$ cat config.mk
export PLATFORM = sky130hd
export DESIGN_NAME = cov_sequencer_flat
export DESIGN_NICKNAME = d
export VERILOG_FILES = /design/src/rtl/fastica_pkg.sv /design/src/rtl/cov_sequencer_if.sv /design/src/rtl/cov_lat_cnt.sv /design/src/rtl/cov_sequencer.sv /design/src/flat_wrapper.sv
export SDC_FILE = /design/constraint.sdc
export NUM_CORES = 1
export LEC_CHECK = 0
export ABC_AREA = 1
export CORE_MARGIN = 2
export CORE_UTILIZATION = 35
export DETAILED_ROUTE_END_ITERATION = 10
export SYNTH_ARGS = -nofsm -noshare
export SYNTH_HDL_FRONTEND = slang
export SYNTH_HIERARCHICAL = 1
export SYNTH_SLANG_ARGS = --single-unit
$ cat constraint.sdc
create_clock -name CLK -period 2.6 [get_ports CLK]
set_input_delay 0.52 -clock CLK [delete_from_list [all_inputs] [get_ports CLK]]
set_output_delay 0.52 -clock CLK [all_outputs]
set_load 0.005 [all_outputs]
$ cat src/rtl/fastica_pkg.sv
`default_nettype none
// ============================================================================
//  Module      : fastica_pkg
//  Description : Shared definitions for the FastICA covariance front end.
//                Holds the covariance sequencer state encoding and the
//                default sample-count width and divider latency.
//  Revision    : 1.0  initial release
// ============================================================================
package fastica_pkg;

    // Width of the sample count / sample address.
    localparam int N_W_DEFAULT     = 10;

    // Number of cycles the divide-by-N stage needs its enable held.
    localparam int DIV_LAT_DEFAULT = 4;

    // Covariance sequencer states.
    typedef enum logic [2:0] {
        IDLE  = 3'd0,
        CLEAR = 3'd1,
        FETCH = 3'd2,
        MULT  = 3'd3,
        ACC   = 3'd4,
        DIV   = 3'd5,
        DONE  = 3'd6
    } cov_state_e;

    // One-hot strobe vector width driven by the sequencer
    // (SAMPLE_RD, ACC_CLR, EN_MULTI, EN_ACC, EN_DIV, COV_DONE).
    localparam int N_STROBES = 6;

endpackage : fastica_pkg
`default_nettype wire

$ cat src/rtl/cov_sequencer_if.sv
`default_nettype none
// ============================================================================
//  Module      : cov_sequencer_if
//  Description : Control/strobe bundle between a requester and the covariance
//                sequencer.
//                  GO, N_SAMPLES          : start request and sample count
//                  ABORT                  : run abort (only with
//                                           COV_SEQ_ABORT_EN defined)
//                  SAMPLE_RD, SAMPLE_ADDR : centred-sample buffer read
//                  ACC_CLR                : accumulator clear
//                  EN_MULTI/EN_ACC/EN_DIV : datapath stage clock enables
//                  COV_BUSY, COV_DONE     : status
//                modport master : requester / datapath side
//                modport slave  : the sequencer itself
//  Revision    : 1.0  initial release
// ============================================================================
interface cov_sequencer_if #(
    parameter int N_W = fastica_pkg::N_W_DEFAULT
) ();
    import fastica_pkg::*;

    logic           GO;
    logic [N_W-1:0] N_SAMPLES;
`ifdef COV_SEQ_ABORT_EN
    logic           ABORT;
`endif
    logic           SAMPLE_RD;
    logic [N_W-1:0] SAMPLE_ADDR;
    logic           ACC_CLR;
    logic           EN_MULTI;
    logic           EN_ACC;
    logic           EN_DIV;
    logic           COV_BUSY;
    logic           COV_DONE;

    modport master (
`ifdef COV_SEQ_ABORT_EN
        output ABORT,
`endif
        output GO,
        output N_SAMPLES,
        input  SAMPLE_RD,
        input  SAMPLE_ADDR,
        input  ACC_CLR,
        input  EN_MULTI,
        input  EN_ACC,
        input  EN_DIV,
        input  COV_BUSY,
        input  COV_DONE
    );

    modport slave (
`ifdef COV_SEQ_ABORT_EN
        input  ABORT,
`endif
        input  GO,
        input  N_SAMPLES,
        output SAMPLE_RD,
        output SAMPLE_ADDR,
        output ACC_CLR,
        output EN_MULTI,
        output EN_ACC,
        output EN_DIV,
        output COV_BUSY,
        output COV_DONE
    );

endinterface : cov_sequencer_if
`default_nettype wire

$ cat src/rtl/cov_lat_cnt.sv
`default_nettype none
// ============================================================================
//  Module      : cov_lat_cnt
//  Description : Down-counter timing the divide phase of the covariance
//                sequencer. i_load presets DIV_LAT-1, i_dec counts down,
//                o_zero flags the last divide cycle.
//                Ports: clk, rst_n (async, active-low), i_load, i_dec, o_zero
//  Revision    : 1.0  initial release
// ============================================================================
module cov_lat_cnt
    import fastica_pkg::*;
#(
    parameter int DIV_LAT = DIV_LAT_DEFAULT
) (
    input  logic clk,
    input  logic rst_n,
    input  logic i_load,
    input  logic i_dec,
    output logic o_zero
);

    localparam int                CNT_W      = (DIV_LAT > 1) ? $clog2(DIV_LAT) : 1;
    localparam logic [CNT_W-1:0]  C_LOAD_VAL = CNT_W'(DIV_LAT - 1);

    logic [CNT_W-1:0] cnt_q;
    logic [CNT_W-1:0] cnt_d;

    always_comb begin
        cnt_d = cnt_q;
        if (i_load) begin
            cnt_d = C_LOAD_VAL;
        end else if (i_dec && (cnt_q != '0)) begin
            cnt_d = cnt_q - CNT_W'(1);
        end
    end

    always_ff @(posedge clk or negedge rst_n) begin
        if (!rst_n) begin
            cnt_q <= '0;
        end else begin
            cnt_q <= cnt_d;
        end
    end

    assign o_zero = (cnt_q == '0);

endmodule : cov_lat_cnt
`default_nettype wire

$ cat src/rtl/cov_sequencer.sv
`default_nettype none
// ============================================================================
//  Module      : cov_sequencer
//  Description : Control FSM for the covariance stage. For each of N_SAMPLES
//                centred sample vectors it issues a buffer read, a multiply
//                enable and an accumulate enable, then holds the divide
//                enable for DIV_LAT cycles and pulses COV_DONE.
//                Ports: CLK, RSTn (async, active-low), bus (cov_sequencer_if
//                slave modport: GO, N_SAMPLES, [ABORT], SAMPLE_RD,
//                SAMPLE_ADDR, ACC_CLR, EN_MULTI, EN_ACC, EN_DIV, COV_BUSY,
//                COV_DONE).
//                Optional build macro: COV_SEQ_ABORT_EN adds the ABORT input,
//                which returns any active run to IDLE without COV_DONE.
//  Revision    : 1.0  initial release
// ============================================================================
module cov_sequencer
    import fastica_pkg::*;
#(
    parameter int N_W     = N_W_DEFAULT,
    parameter int DIV_LAT = DIV_LAT_DEFAULT
) (
    input  logic                CLK,
    input  logic                RSTn,
    cov_sequencer_if.slave      bus
);

    cov_state_e     state_q, state_d;
    logic [N_W-1:0] n_q,     n_d;     // latched sample count
    logic [N_W-1:0] idx_q,   idx_d;   // running sample index
    logic [N_W-1:0] addr_q,  addr_d;  // last fetched address, held between fetches

    logic div_load;
    logic div_dec;
    logic div_zero;

    // ------------------------------------------------------------------
    // Next-state logic
    // ------------------------------------------------------------------
    always_comb begin
        state_d  = state_q;
        n_d      = n_q;
        idx_d    = idx_q;
        addr_d   = addr_q;
        div_load = 1'b0;
        div_dec  = 1'b0;

        case (state_q)
            IDLE: begin
                if (bus.GO) begin
                    state_d = CLEAR;
                    n_d     = bus.N_SAMPLES;
                    idx_d   = '0;
                end
            end
            CLEAR: begin
                state_d = (n_q != '0) ? FETCH : DONE;
            end
            FETCH: begin
                addr_d  = idx_q;
                state_d = MULT;
            end
            MULT: begin
                state_d = ACC;
            end
            ACC: begin
                // Index advances on every ACC exit, including the last one;
                // SAMPLE_ADDR is taken from addr_q so it does not move with it.
                idx_d = idx_q + N_W'(1);
                if (idx_q == (n_q - N_W'(1))) begin
                    state_d  = DIV;
                    div_load = 1'b1;
                end else begin
                    state_d = FETCH;
                end
            end
            DIV: begin
                if (div_zero) begin
                    state_d = DONE;
                end else begin
                    div_dec = 1'b1;
                end
            end
            DONE: begin
                state_d = IDLE;
            end
            default: begin
                state_d = IDLE;
            end
        endcase

`ifdef COV_SEQ_ABORT_EN
        // Abort overrides every other transition out of a non-IDLE state.
        if (bus.ABORT && (state_q != IDLE)) begin
            state_d  = IDLE;
            div_load = 1'b0;
            div_dec  = 1'b0;
        end
`endif
    end

    // ------------------------------------------------------------------
    // State registers
    // ------------------------------------------------------------------
    always_ff @(posedge CLK or negedge RSTn) begin
        if (!RSTn) begin
            state_q <= IDLE;
            n_q     <= '0;
            idx_q   <= '0;
            addr_q  <= '0;
        end else begin
            state_q <= state_d;
            n_q     <= n_d;
            idx_q   <= idx_d;
            addr_q  <= addr_d;
        end
    end

    // ------------------------------------------------------------------
    // Divide-phase latency counter
    // ------------------------------------------------------------------
    cov_lat_cnt #(
        .DIV_LAT (DIV_LAT)
    ) u_lat_cnt (
        .clk    (CLK),
        .rst_n  (RSTn),
        .i_load (div_load),
        .i_dec  (div_dec),
        .o_zero (div_zero)
    );

    // ------------------------------------------------------------------
    // Moore outputs: decoded from the state register only, so an
    // asynchronous reset clears them without waiting for a clock edge.
    // ------------------------------------------------------------------
    assign bus.SAMPLE_RD   = (state_q == FETCH);
    assign bus.SAMPLE_ADDR = (state_q == FETCH) ? idx_q : addr_q;
    assign bus.ACC_CLR     = (state_q == CLEAR);
    assign bus.EN_MULTI    = (state_q == MULT);
    assign bus.EN_ACC      = (state_q == ACC);
    assign bus.EN_DIV      = (state_q == DIV);
    assign bus.COV_DONE    = (state_q == DONE);
    assign bus.COV_BUSY    = (state_q != IDLE);

endmodule : cov_sequencer
`default_nettype wire

$ cat src/flat_wrapper.sv
// flat-port wrapper written by rule: the top's interface ports become plain ports
module cov_sequencer_flat import fastica_pkg::*;
#(
    parameter int N_W     = N_W_DEFAULT,
    parameter int DIV_LAT = DIV_LAT_DEFAULT
)
  (CLK, RSTn, bus_GO, bus_N_SAMPLES, bus_SAMPLE_RD, bus_SAMPLE_ADDR, bus_ACC_CLR, bus_EN_MULTI, bus_EN_ACC, bus_EN_DIV, bus_COV_BUSY, bus_COV_DONE);
  cov_sequencer_if #(.N_W(N_W)) bus_i ();
  input  logic CLK;
  input  logic RSTn;
  input wire logic [$bits(bus_i.GO)-1:0] bus_GO;
  input wire logic [$bits(bus_i.N_SAMPLES)-1:0] bus_N_SAMPLES;
  output wire logic [$bits(bus_i.SAMPLE_RD)-1:0] bus_SAMPLE_RD;
  output wire logic [$bits(bus_i.SAMPLE_ADDR)-1:0] bus_SAMPLE_ADDR;
  output wire logic [$bits(bus_i.ACC_CLR)-1:0] bus_ACC_CLR;
  output wire logic [$bits(bus_i.EN_MULTI)-1:0] bus_EN_MULTI;
  output wire logic [$bits(bus_i.EN_ACC)-1:0] bus_EN_ACC;
  output wire logic [$bits(bus_i.EN_DIV)-1:0] bus_EN_DIV;
  output wire logic [$bits(bus_i.COV_BUSY)-1:0] bus_COV_BUSY;
  output wire logic [$bits(bus_i.COV_DONE)-1:0] bus_COV_DONE;
  assign bus_i.GO = bus_GO;
  assign bus_i.N_SAMPLES = bus_N_SAMPLES;
  assign bus_SAMPLE_RD = bus_i.SAMPLE_RD;
  assign bus_SAMPLE_ADDR = bus_i.SAMPLE_ADDR;
  assign bus_ACC_CLR = bus_i.ACC_CLR;
  assign bus_EN_MULTI = bus_i.EN_MULTI;
  assign bus_EN_ACC = bus_i.EN_ACC;
  assign bus_EN_DIV = bus_i.EN_DIV;
  assign bus_COV_BUSY = bus_i.COV_BUSY;
  assign bus_COV_DONE = bus_i.COV_DONE;
  cov_sequencer #(.N_W(N_W), .DIV_LAT(DIV_LAT)) u_core (.CLK(CLK), .RSTn(RSTn), .bus(bus_i));
endmodule
==> results of run 1 <==
routing by layer:
metal	GRT usage, %	wire length (um)	part of all wire (%)	vias up
met2	25.9	2050	46	34
met4	5.17	54	1.2	0
met5	0	0	0	-
li1	-	-	-	931
met1	19.1	2180	49	801
met3	3.85	180	4.0	4
cell type report:
| type | count | area, um2 |
|---|---|---|
| timing repair buffer | 38 | 373 |
| tap | 72 | 90.1 |
| multi-input combinational | 187 | 953 |
| clock inverter | 1 | 5.00 |
| fill | 553 | 2950 |
| inverter | 44 | 169 |
| sequential | 35 | 878 |
| timing repair inverter | 2 | 15.0 |
| clock buffer | 7 | 76.3 |
stage by stage:
step           worst slack, ns  power [mW]  hold WS [ns]  util [%]  std cells
2_1_floorplan            0.938        1.64         0.224         -        272
3_3_place_gp             0.350        1.94         0.467      43.1        370
3_5_place_dp             0.288        1.96         0.462      43.1        370
4_1_cts                 0.0491        2.44         0.479      45.4        381
5_1_grt               -0.00721        2.71         0.514      46.5        386
6_report                 0.106        2.47         0.479      46.5        386
flip-flops by register name (all words and copies together) (netlist names):
name                    count
u_core/addr_q              10
u_core/idx_q               10
u_core/state_q              3
u_core/n_q                 10
u_core/u_lat_cnt/cnt_q      2
worst min-delay path, stage by stage (launching register included):
cell and delay [ns]:
dfrtp_1 0.33, nand2_1 0.06, o21ai_2 0.06
power by group through the flow:
stage / Combinational (mW) / Sequential (mW) / Clock [mW]
3_3_place_gp: 1.10 / 0.843 / 0
3_5_place_dp: 1.12 / 0.845 / 0
4_1_cts: 1.20 / 0.842 / 0.394
5_1_grt: 1.43 / 0.856 / 0.422
6_report: 1.25 / 0.836 / 0.380
2_1_floorplan: 0.820 / 0.816 / 0
synthesized netlist by cell type (all sizes together):
| cell type | n |
|---|---|
| nand4 | 3 |
| ha | 3 |
| o22ai | 1 |
| nand3 | 19 |
| clkbuf | 2 |
| nand2 | 86 |
| a21oi | 3 |
| o21ai | 27 |
| nor2 | 30 |
| dfrtp | 35 |
| inv | 44 |
| and2 | 1 |
| nor3 | 5 |
| buf | 4 |
| o31ai | 2 |
| o32ai | 1 |
| xnor2 | 4 |
| xor2 | 2 |
logic make-up (layout without fill, tap and decap cells):
| kind of cell | count (synthesis) | in the layout |
|---|---|---|
| simple gates | 144 | 144 |
| buf+inv | 50 | 92 |
| flops | 35 | 35 |
| compound gates | 34 | 34 |
| xor+xnor | 6 | 6 |
| fa+ha+maj | 3 | 3 |
worst paths after layout:
| kind | from | end | slack [ns] | depth (start not counted) |
|---|---|---|---|---|
| min | u_core/addr_q[3]$_DFF_PN0_ | u_core/addr_q[3]$_DFF_PN0_ | 0.48 | 2 |
| min reg2reg | u_core/addr_q[3]$_DFF_PN0_ | u_core/addr_q[3]$_DFF_PN0_ | 0.48 | 2 |
| max | u_core/state_q[0]$_DFFE_PN0P_ | bus_SAMPLE_ADDR[4] | 0.11 | 5 |
| min in group asynchronous | RSTn | u_core/addr_q[0]$_DFF_PN0_ | 0.64 | 2 |
| max in group asynchronous | RSTn | u_core/state_q[0]$_DFFE_PN0P_ | 1.62 | 2 |
| max reg2reg | u_core/n_q[0]$_DFFE_PN0P_ | u_core/state_q[1]$_DFFE_PN0P_ | 0.85 | 11 |
timing repair:
item,in CTS,in global routing
gates resized for setup,5,7
endpoints found under the setup margin,9,10
cloned,2,0
pin swaps,1,2
endpoints found under the hold margin,0,0
setup buffers,1,5
==> flow_metrics.env, run 1 <==
export IMPL_status="finished, final reports clean"
export IMPL_core_area_um2=5510
export IMPL_path_cells="nor3_4 -> buf_12 -> clkinvlp_4 -> o21ai_2 -> clkdlybuf4s50_1"
export IMPL_num_nets_final=329
export IMPL_finalWirelength_mm=4.47
export IMPL_syn_num_nets=288
export IMPL_antenna_found_initial=0
export IMPL_insertion_delay_ns=0.29
export IMPL_viasPerCell=4.59
export IMPL_clkPwrFrac_pct=15.4
export IMPL_power_frac_seq_pct=33.8
export IMPL_cts_tree="done"
export IMPL_first_iter_violations=96
export IMPL_final_area_um2=2560
export IMPL_grt_pass1_vias=1699
export IMPL_syn_inst=272
export IMPL_worstPathRequired_ns=2.08
export IMPL_tightest_slew_ns=0.440
export IMPL_switching_power_mw=1.07
export IMPL_drt_wirelength_per_cell_um=11.6
export IMPL_fin_skew_ns=0.00787
export IMPL_ys_warn_count=6
export IMPL_final_cell_mix="nand2_1 (84), inv_1 (36), dfrtp_1 (33)"
export IMPL_hold_viol_final=0
export IMPL_ios=30
export IMPL_intPower_mw=1.40
export IMPL_htreeDepth=2
export IMPL_yosys_area_share_adder_pct=1.87
export IMPL_cp_slowest_cell="clkdlybuf4s50_1"
export IMPL_num_vias=1770
export IMPL_avgSynthCellArea_um2=7.38
export IMPL_drive_above_1_share_pct=16.2
export IMPL_drc=0
export IMPL_power_switching_share_pct=43.4
export IMPL_drt_pass1_iter_count=5
export IMPL_yosysTopAreaCellShare_pct=43.6
export IMPL_comb_power_share_pct=50.8
export IMPL_postCtsHoldBufs=0
export IMPL_place_gp_congestion=0.811
export IMPL_grt_max_degree=36
export IMPL_cts_buffers=5
export IMPL_die_h_um=79.7
export IMPL_dpl_cell_area_um2=2370
export IMPL_maxSlewHeadroom_pct=70.6
export IMPL_synth_area_leaders="dfrtp_1 (44%), nand2_1 (16%), inv_1 (6.9%)"
export IMPL_clockRootBuffer="clkbuf_8"
export IMPL_period_needed_ns=2.49
export IMPL_synthMuxAreaShare_pct=0
export IMPL_path_delay_family="buffers and inverters"
export IMPL_antenna_left=0
export IMPL_path_clk_slew_ns=0.07
export IMPL_crit_path_start_kind="register"
export IMPL_setup_violations=0
export IMPL_initial_utilization_pct=36.4
export IMPL_num_antenna_cells=0
export IMPL_hold_class="register to register"
export IMPL_die_width_um=79.7
export IMPL_post_synth_top_area_cell="dfrtp_1"
export IMPL_portBuffers=29
export IMPL_cp_data_arrival_time_ns=1.97
export IMPL_cp_buffers_inverters=3
export IMPL_synthDistinctLibCells=30
export IMPL_critPathKind="register to output pin"
export IMPL_synth_seq_cells=35
export IMPL_grt_pass1_wl_mm=7.58
export IMPL_synthSimpleGateAreaFrac_pct=32.8
export IMPL_maxCapViolations=0
export IMPL_dpl_hpwl_mm=3.19
export IMPL_track_usage_pct=15.4
export IMPL_synth_top_family_by_area="simple AND/OR/NAND/NOR gates"
export IMPL_period_share_pct=95.9
export IMPL_area_growth_syn_to_layout_pct=27.6
export IMPL_ir_drop_mv=0.263
export IMPL_end_kind="output pin"
export IMPL_synth_seq_area_share_pct=43.6
export IMPL_pwr_density_cell_nw_per_um2=965
export IMPL_fin_setup_tns_ns=0
export IMPL_crit_path_max_incr_delay_ns=0.52
export IMPL_final_common_cell="nand2_1"
export IMPL_synth_xor_area_share_pct=2.62
export IMPL_max_freq_mhz=401
export IMPL_synth_compound_area_share_pct=8.98
export IMPL_path_max_fanout=6
export IMPL_fp_dieArea_um2=6360
export IMPL_power_leakage_nw=1.25
export IMPL_num_rows=27
export IMPL_clk_path_buf_depth=2
export IMPL_cts_sink_count=35
export IMPL_grt_ovfl_total=0
export IMPL_maxSlewViolCount=0
export IMPL_synth_cell_area_um2=2010
Note: power is estimated with default switching activity, not from simulation.
==> inputs of run 2 (changes only) <==
--- a/config.mk
+++ b/config.mk
@@ -9,6 +9,7 @@
 export CORE_MARGIN = 2
 export CORE_UTILIZATION = 35
 export DETAILED_ROUTE_END_ITERATION = 10
+export RECOVER_POWER = 25
 export SYNTH_ARGS = -nofsm -noshare
 export SYNTH_HDL_FRONTEND = slang
 export SYNTH_HIERARCHICAL = 1
==> flow_metrics.env, run 2 (synthesis gave the netlist of run 1 again) <==
export IMPL_fin_skew_ns=0.00787
export IMPL_maxSlewHeadroom_pct=42.4
export IMPL_busiest_layer="met2"
export IMPL_path_cells="nor3_4 -> buf_12 -> clkinvlp_4 -> o21ai_2 -> clkdlybuf4s50_1"
export IMPL_track_usage_pct=15.4
export IMPL_power_leakage_nw=1.25
export IMPL_final_cell_mix="nand2_1 (84), inv_1 (36), dfrtp_1 (33)"
export IMPL_num_rows=27
export IMPL_cts_sink_count=35
export IMPL_grt_util_met2_pct=25.9
export IMPL_num_vias=1770
export IMPL_core_area_um2=5510
export IMPL_path_clk_slew_ns=0.07
export IMPL_maxCapViolations=0
export IMPL_cts_tree="done"
export IMPL_setup_violations=0
export IMPL_dpl_worst_slack_ns=0.288
export IMPL_viasPerCell=4.59
export IMPL_stdcell_count=386
export IMPL_hold_class="register to register"
export IMPL_setup_slack_ns=0.106
export IMPL_pwr_density_cell_nw_per_um2=966
export IMPL_met1_usage_pct=19.1
export IMPL_initial_utilization_pct=36.4
export IMPL_met3_usage_pct=3.85
export IMPL_finalWirelength_mm=4.46
export IMPL_path_max_fanout=6
export IMPL_antenna_left=0
export IMPL_grt_max_degree=36
export IMPL_crit_path_start_kind="register"
export IMPL_path_delay_family="buffers and inverters"
export IMPL_antenna_found_initial=0
export IMPL_ios=30
export IMPL_area_growth_syn_to_layout_pct=27.4
export IMPL_drt_wirelength_per_cell_um=11.6
export IMPL_first_iter_violations=96
export IMPL_grt_pass1_vias=1699
export IMPL_die_width_um=79.7
export IMPL_ir_drop_mv=0.263
export IMPL_drive_above_1_share_pct=16.2
export IMPL_end_kind="output pin"
export IMPL_grt_pass1_wl_mm=7.58
export IMPL_max_freq_mhz=401
export IMPL_cp_buffers_inverters=3
export IMPL_fin_hold_ws_ns=0.479
export IMPL_status="finished, final reports clean"
export IMPL_htreeDepth=2
export IMPL_die_h_um=79.7
export IMPL_clockRootBuffer="clkbuf_8"
export IMPL_worstPathRequired_ns=2.08
export IMPL_total_power_mw=2.47
export IMPL_grt_ovfl_total=0
export IMPL_critPathKind="register to output pin"
export IMPL_fp_dieArea_um2=6360
export IMPL_drc=0
export IMPL_reg_largest_list="u_core/addr_q (10), u_core/idx_q (10), u_core/n_q (10)"
export IMPL_crit_path_max_incr_delay_ns=0.52
export IMPL_portBuffers=29
export IMPL_num_antenna_cells=0
export IMPL_num_nets_final=329
export IMPL_period_needed_ns=2.49
export IMPL_period_share_pct=95.9
export IMPL_cp_slowest_cell="clkdlybuf4s50_1"
export IMPL_maxSlewViolCount=0
export IMPL_hold_viol_final=0
export IMPL_final_common_cell="nand2_1"
export IMPL_insertion_delay_ns=0.29
export IMPL_cts_buffers=5
export IMPL_placed_cells_incl_taps=370
export IMPL_tightest_slew_ns=0.864
export IMPL_cp_data_arrival_time_ns=1.97
export IMPL_drt_pass1_iter_count=5
export IMPL_dpl_hpwl_mm=3.19
export IMPL_final_util_pct=46.4
export IMPL_clk_path_buf_depth=2
export IMPL_postCtsHoldBufs=0
export IMPL_place_gp_congestion=0.811
-- run 2: cell types whose count changed in the layout (fill, tap and decap cells not counted), sizes merged --
cell | previous run | this run
buf | 9 | 8
clkbuf | 7 | 8
dlygate4sd3 | 0 | 1
clkdlybuf4s50 | 28 | 27
-- run 2: tightest hold or removal path, cell delays in order, from the launching register on --
cell     delay [ns]
dfrtp_1        0.33
nand2_1        0.06
o21ai_2        0.06
-- run 2: path summary, 6_finish.rpt --
check                                               from                       endpoint  slack (ns)  cells past startpoint
setup / recovery           u_core/state_q[0]$_DFFE_PN0P_             bus_SAMPLE_ADDR[4]        0.11                      5
hold / removal                u_core/addr_q[3]$_DFF_PN0_     u_core/addr_q[3]$_DFF_PN0_        0.48                      2
setup reg to reg               u_core/n_q[0]$_DFFE_PN0P_  u_core/state_q[1]$_DFFE_PN0P_        0.85                     11
hold reg to reg               u_core/addr_q[3]$_DFF_PN0_     u_core/addr_q[3]$_DFF_PN0_        0.48                      2
max in group asynchronous                           RSTn  u_core/state_q[0]$_DFFE_PN0P_        1.13                      2
min in group asynchronous                           RSTn     u_core/addr_q[0]$_DFF_PN0_        0.87                      2
-- run 2: timing repair --
action | in CTS | in global routing
setup endpoints to repair | 9 | 10
buffers inserted | 1 | 5
pin swaps | 1 | 2
cloned | 2 | 0
resized for setup | 5 | 7
-- run 2: area by class of cell --
| type | instances | area, um2 |
|---|---|---|
| clock buffers | 7 | 76.3 |
| clock inverters | 1 | 5.00 |
| fillers | 553 | 2950 |
| inverters | 44 | 169 |
| multi-input cells | 187 | 953 |
| flip-flops and latches | 35 | 878 |
| well taps | 72 | 90.1 |
| repair buffers | 38 | 370 |
| repair inverters | 2 | 15.0 |
-- run 2: routing by layer --
layer / vias up / part of all wire, %
met3: 4 / 4.0
met5: - / 0
met1: 801 / 49
li1: 931 / -
met2: 34 / 46
met4: 0 / 1.2
-- run 2: per-stage QoR --
step | setup TNS (ns) | instance area (um2)
final | 0 | 2560
after floorplan | 0 | 2010
after detailed placement | 0 | 2370
after global placement | 0 | 2370
after CTS | 0 | 2500
after global routing | -0.0142 | 2560
-- run 2: power breakdown --
group	switching [mW]	internal [mW]
clock network	0.192	0.188
registers	0.151	0.685
logic	0.730	0.524
